**config.mk**
```make
export PLATFORM = sky130hd
export DESIGN_NAME = urv_div_sequencer
export DESIGN_NICKNAME = d
export VERILOG_FILES = /design/src/rtl/urv_div_sequencer.sv
export SDC_FILE = /design/constraint.sdc
export NUM_CORES = 1
export LEC_CHECK = 0
export ABC_AREA = 1
export BUFFER_PORTS_ARGS = -buffer_cell sky130_fd_sc_hd__buf_4
export CAP_MARGIN = 20
export CELL_PAD_IN_SITES_DETAIL_PLACEMENT = 1
export CELL_PAD_IN_SITES_GLOBAL_PLACEMENT = 1
export CORE_MARGIN = 8
export CORE_UTILIZATION = 42
export DETAILED_ROUTE_END_ITERATION = 6
export PLACE_DENSITY_LB_ADDON = 0.05
export SYNTH_ARGS = -nofsm -noshare
export SYNTH_HDL_FRONTEND = slang
export SYNTH_SLANG_ARGS = --single-unit
export TNS_END_PERCENT = 5
```
**constraint.sdc**
```tcl
create_clock -name clk_i -period 6.2 [get_ports clk_i]
set_input_delay 0.31 -clock clk_i [delete_from_list [all_inputs] [get_ports clk_i]]
set_output_delay 0.31 -clock clk_i [all_outputs]
set_load 0.05 [all_outputs]
```
**src/rtl/urv_div_sequencer.sv**
```systemverilog
// rtl/urv_div_sequencer.sv - multi-cycle RV32M DIV/DIVU/REM/REMU sequencer for Execute
// Restoring shift-subtract divider; holds the pipeline until the result is registered.
module urv_div_sequencer #(
  parameter int XLEN            = 32,
  parameter int STEPS_PER_CYCLE = 1
) (
  input  logic            clk_i,
  input  logic            rst_i,
  input  logic            x_stall_i,
  input  logic            x_kill_i,
  input  logic            x_start_i,
  input  logic [2:0]      x_fun_i,
  input  logic [XLEN-1:0] x_rs1_value_i,
  input  logic [XLEN-1:0] x_rs2_value_i,
  output logic            x_stall_req_o,
  output logic            x_div_done_o,
  output logic [XLEN-1:0] x_div_result_o
);

  localparam int ITERS = XLEN / STEPS_PER_CYCLE;
  localparam int CNT_W = $clog2(ITERS) + 1;
  localparam logic [XLEN-1:0] MIN_NEG  = {1'b1, {(XLEN-1){1'b0}}};
  localparam logic [XLEN-1:0] ALL_ONES = {XLEN{1'b1}};

  typedef enum logic [2:0] {IDLE, PREP, ITER, FIX, DONE} state_t;

  state_t            state;
  logic [2:0]        fun;
  logic [XLEN-1:0]   op_a;
  logic [XLEN-1:0]   op_b;
  logic [XLEN-1:0]   dvd;
  logic [XLEN-1:0]   dsr;
  logic [XLEN-1:0]   rem;
  logic [CNT_W-1:0]  cnt;
  logic              sign_q;
  logic              sign_r;

  logic              signed_op;
  logic [XLEN-1:0]   abs_a;
  logic [XLEN-1:0]   abs_b;
  logic [XLEN-1:0]   step_dvd;
  logic [XLEN-1:0]   step_rem;
  logic [XLEN:0]     trial;
  logic [XLEN-1:0]   fix_q;
  logic [XLEN-1:0]   fix_r;

  // All legal divide encodings have fun[2] set; fun[0]=0 selects the signed variants.
  assign signed_op = fun[2] & ~fun[0];
  assign abs_a     = (signed_op && op_a[XLEN-1]) ? -op_a : op_a;
  assign abs_b     = (signed_op && op_b[XLEN-1]) ? -op_b : op_b;
  assign fix_q     = sign_q ? -dvd : dvd;
  assign fix_r     = sign_r ? -rem : rem;

  // The dividend register shifts left and collects quotient bits in its LSBs.
  always_comb begin
    step_dvd = dvd;
    step_rem = rem;
    trial    = '0;
    for (int s = 0; s < STEPS_PER_CYCLE; s++) begin
      trial    = {step_rem, step_dvd[XLEN-1]};
      step_dvd = {step_dvd[XLEN-2:0], 1'b0};
      if (trial >= {1'b0, dsr}) begin
        trial       = trial - {1'b0, dsr};
        step_dvd[0] = 1'b1;
      end
      step_rem = trial[XLEN-1:0];
    end
  end

  assign x_stall_req_o = !x_kill_i &&
                         ((state == IDLE && x_start_i) || state == PREP ||
                          state == ITER || state == FIX);

  always_ff @(posedge clk_i or negedge rst_i) begin
    if (!rst_i) begin
      state          <= IDLE;
      fun            <= '0;
      op_a           <= '0;
      op_b           <= '0;
      dvd            <= '0;
      dsr            <= '0;
      rem            <= '0;
      cnt            <= '0;
      sign_q         <= 1'b0;
      sign_r         <= 1'b0;
      x_div_done_o   <= 1'b0;
      x_div_result_o <= '0;
    end else if (x_kill_i) begin
      state        <= IDLE;
      x_div_done_o <= 1'b0;
    end else begin
      case (state)
        IDLE: begin
          if (x_start_i) begin
            fun   <= x_fun_i;
            op_a  <= x_rs1_value_i;
            op_b  <= x_rs2_value_i;
            state <= PREP;
          end
        end
        PREP: begin
          if (op_b == '0) begin
            x_div_result_o <= fun[1] ? op_a : ALL_ONES;
            x_div_done_o   <= 1'b1;
            state          <= DONE;
          end else if (signed_op && op_a == MIN_NEG && op_b == ALL_ONES) begin
            x_div_result_o <= fun[1] ? '0 : MIN_NEG;
            x_div_done_o   <= 1'b1;
            state          <= DONE;
          end else begin
            dvd    <= abs_a;
            dsr    <= abs_b;
            rem    <= '0;
            cnt    <= CNT_W'(ITERS);
            sign_q <= signed_op & (op_a[XLEN-1] ^ op_b[XLEN-1]);
            sign_r <= signed_op & op_a[XLEN-1];
            state  <= ITER;
          end
        end
        ITER: begin
          dvd <= step_dvd;
          rem <= step_rem;
          cnt <= cnt - 1'b1;
          if (cnt == CNT_W'(1)) state <= FIX;
        end
        FIX: begin
          x_div_result_o <= fun[1] ? fix_r : fix_q;
          x_div_done_o   <= 1'b1;
          state          <= DONE;
        end
        DONE: begin
          if (!x_stall_i) begin
            x_div_done_o <= 1'b0;
            state        <= IDLE;
          end
        end
        default: state <= IDLE;
      endcase
    end
  end

endmodule

```
==> results.tsv <==
metric	value	unit
clk_latency	0.57	ns
clock.fmax	0.273	GHz
finalClockSkew	0.0245	ns
num_vias	16900	
holdWs	0.0295	ns
netlist.area_leader.share	33.4	%
antenna_left	0	
synth_edf_count	0	
clk_pin_slew	0.06	ns
rsz0062_at_grt	false	
power-per-cell-area	559	nW/um2
stdcell_count	3028	
synth_warnings	0	
insertedDiodeCount	0	
antenna_found_initial	1	
drt_wl_total	63.3	mm
grt_pass1_vias	17400	
dpl_worst_slack	2.59	ns
tritoncts	yes	
portBuffers	105	
avgSynthCellArea	6.38	um2
drc	0	
synth_area_leaders	dfrtp_1, nand2_1, nand3_1	
min_path_cells	3	
drtPass1Iterations	5	
dieArea	43300	um2
outcome	complete, no violations	
fp.dieW	208	um
drtIter0Drc	1182	
area_growth	16.2	%
fin_ws	2.54	ns
synth.net_count	2539	
crit_type	flip-flop to flip-flop	
hp-class	input port to flip-flop	
htree_num_levels	1	
fin_crit_sh	59.0	%
final_area	18000	um2
maxCapViolations	0	
cp-start-kind	flip-flop	
syn_inst	2427	
hold_path_startpoint	x_rs1_value_i[0]	
finalSetupViolCount	0	
required	6.64	ns
yosysTopAreaCell	dfrtp_1	
crit_path_end_kind	flip-flop	
ir_drop	0.290	mV
min_delay_worst_endpoint	op_a[0]$_DFFE_PN0P_	
r2r_slack	2.54	ns
tns	0	ns
grt_max_degree	112	
report.final.hold_viol_count	0	
cts_buffer_depth	3	
yosysSeqAreaShare	33.4	%
num-nets-final	2654	
drive_gt1_share	8.01	%
worstMarginPinSlew	0.937	ns
die_y	208	um
core.rowCount	70	
ioPinCount	106	
grt_usage	28.9	%
wl_per_cell	20.9	um
rr_worst_depth	10	
ys.flop_type	dfrtp_1	
gp_congestion	0.900	
route.detailed.vias_per_inst	5.59	
synthDistinctLibCells	43	
cts.sinks	207	
yosysMostFrequentCell	nand2_1	
grt_remaining_overflow	0	
synth-seq-cells	207	
core_area	36400	um2
power_leakage	9.37	nW
arrival	4.10	ns
ys_top_cells_by_count	nand2_1, nand3_1, nor2_1	
root_buffer	clkbuf_16	
syn_area	15500	um2
r2r-start	rem[20]$_DFFE_PN0P_	
place_area	16500	um2
grt_pass1_wl	100	mm
critPathMaxFanout	34	
slew_viol_final	0	
synthArstFlopShare	100	%
fin_crit	3.66	ns
start_util	42.5	%
placed_cells_incl_taps	2929	
r2r_end	rem[23]$_DFFE_PN0P_	
dp_hpwl	47.3	mm
cts_buffers	27	
relSlewSlack	37.4	%
## flip-flops by register name (all words and copies together), names as in the netlist
signal / count
cnt: 6
dsr: 32
dvd: 32
fun: 3
op_a: 32
op_b: 32
rem: 32
sign_q: 1
sign_r: 1
state: 3
x_div_done_o: 1
x_div_result_o: 32
## how the worst max path moves through the flow
stage | cells past startpoint | end | startpoint | slack, ns
after global routing | 12 | rem[23]$_DFFE_PN0P_ | rem[7]$_DFFE_PN0P_ | 2.25
after floorplan | 15 | rem[16]$_DFFE_PN0P_ | dvd[31]$_DFFE_PN0P_ | 4.19
after CTS | 12 | rem[23]$_DFFE_PN0P_ | rem[13]$_DFFE_PN0P_ | 2.58
after global placement | 10 | rem[19]$_DFFE_PN0P_ | rem[20]$_DFFE_PN0P_ | 2.60
after detailed placement | 12 | rem[23]$_DFFE_PN0P_ | rem[13]$_DFFE_PN0P_ | 2.59
final | 10 | rem[23]$_DFFE_PN0P_ | rem[20]$_DFFE_PN0P_ | 2.54
## metal layers
metal	wire, um	GRT usage [%]	part of all wire [%]	vias to the layer above
met5	0	0	0	-
met4	1970	8.61	3.1	0
met3	3810	4.48	6.0	99
met2	27500	44.5	43	465
met1	30000	41.3	47	8293
li1	-	-	-	8078
## report_power, final
group | leakage, nW | switching (mW) | total [mW] | internal (mW)
combinational | 6.37 | 4.16 | 5.93 | 1.77
sequential | 2.56 | 0.574 | 2.46 | 1.89
clock | 0.442 | 0.644 | 1.67 | 1.02
## critical path, stage by stage, from the launching register on
cell and delay (ns):
dfrtp_1 0.52, ha_1 0.47, nand2_1 0.18, nor2_1 0.29
nand2_1 0.13, nor2_1 0.16, nand2_2 0.43, nand2_2 0.76
nand3_1 0.34, nand3_1 0.15, nand2_1 0.06
## cell usage in the layout (no fill, tap or decap), types with 2 or more instances in the layout
| master | netlist | final |
|---|---|---|
| xnor2_1 | 14 | 14 |
| o31ai_1 | 5 | 5 |
| clkbuf_16 | 0 | 27 |
| clkinvlp_4 | 0 | 2 |
| nor2_1 | 296 | 295 |
| nor3_2 | 3 | 3 |
| o211ai_1 | 17 | 17 |
| bufinv_16 | 0 | 4 |
| o21ai_1 | 46 | 46 |
| inv_1 | 291 | 291 |
| nand3_2 | 4 | 4 |
| clkbuf_8 | 0 | 5 |
| nand3b_1 | 3 | 3 |
| inv_2 | 5 | 5 |
| nor3_1 | 26 | 26 |
| and2_1 | 2 | 2 |
| nand2_2 | 4 | 4 |
| nor2_2 | 8 | 8 |
| xor2_1 | 30 | 30 |
| ha_1 | 39 | 39 |
| clkbuf_1 | 37 | 7 |
| o21bai_1 | 8 | 8 |
| buf_4 | 6 | 117 |
| mux2_2 | 10 | 10 |
| nand2_1 | 699 | 699 |
| dlygate4sd3_1 | 0 | 51 |
| or2_2 | 2 | 2 |
| nor2_4 | 2 | 3 |
| buf_12 | 0 | 2 |
| o22ai_1 | 15 | 15 |
| nand4_1 | 38 | 38 |
| o21a_1 | 2 | 2 |
| a21oi_1 | 121 | 121 |
| nand3_1 | 313 | 313 |
| o21ai_0 | 122 | 122 |
| dfrtp_1 | 207 | 207 |
## cell type report
type,count,area [um2]
well taps,468,586
fillers,4854,18400
repair buffers,171,1440
multi-input cells,1838,8750
inverters,297,1120
flip-flops and latches,207,5180
clock inverters,8,149
clock buffers,39,771
## what timing repair did
item | CTS | global route
hold buffers | 51 | 0
setup buffers | 0 | 0
hold endpoints to repair | 146 | 0
gates resized for setup | 0 | 0
## kinds of logic (layout without fill, tap and decap cells)
group,Yosys count,in the layout,synth area share (%)
and+or+nand+nor,1404,1404,38.2
buffers and inverters,382,515,10.1
AOI/OAI and AO/OA,340,340,11.7
DFF,207,207,33.4
xor gates and xnor gates,44,44,2.49
adders and majority gates,40,40,3.28
muxes,10,10,0.727
## metrics by stage
stage	util, %	power (mW)
CTS	49.3	9.98
global route	49.4	10.9
floorplan	-	6.37
finish	49.4	10.1
detailed placement	45.4	8.22
global placement	45.4	8.06
Power figures use the tool's default switching activity.
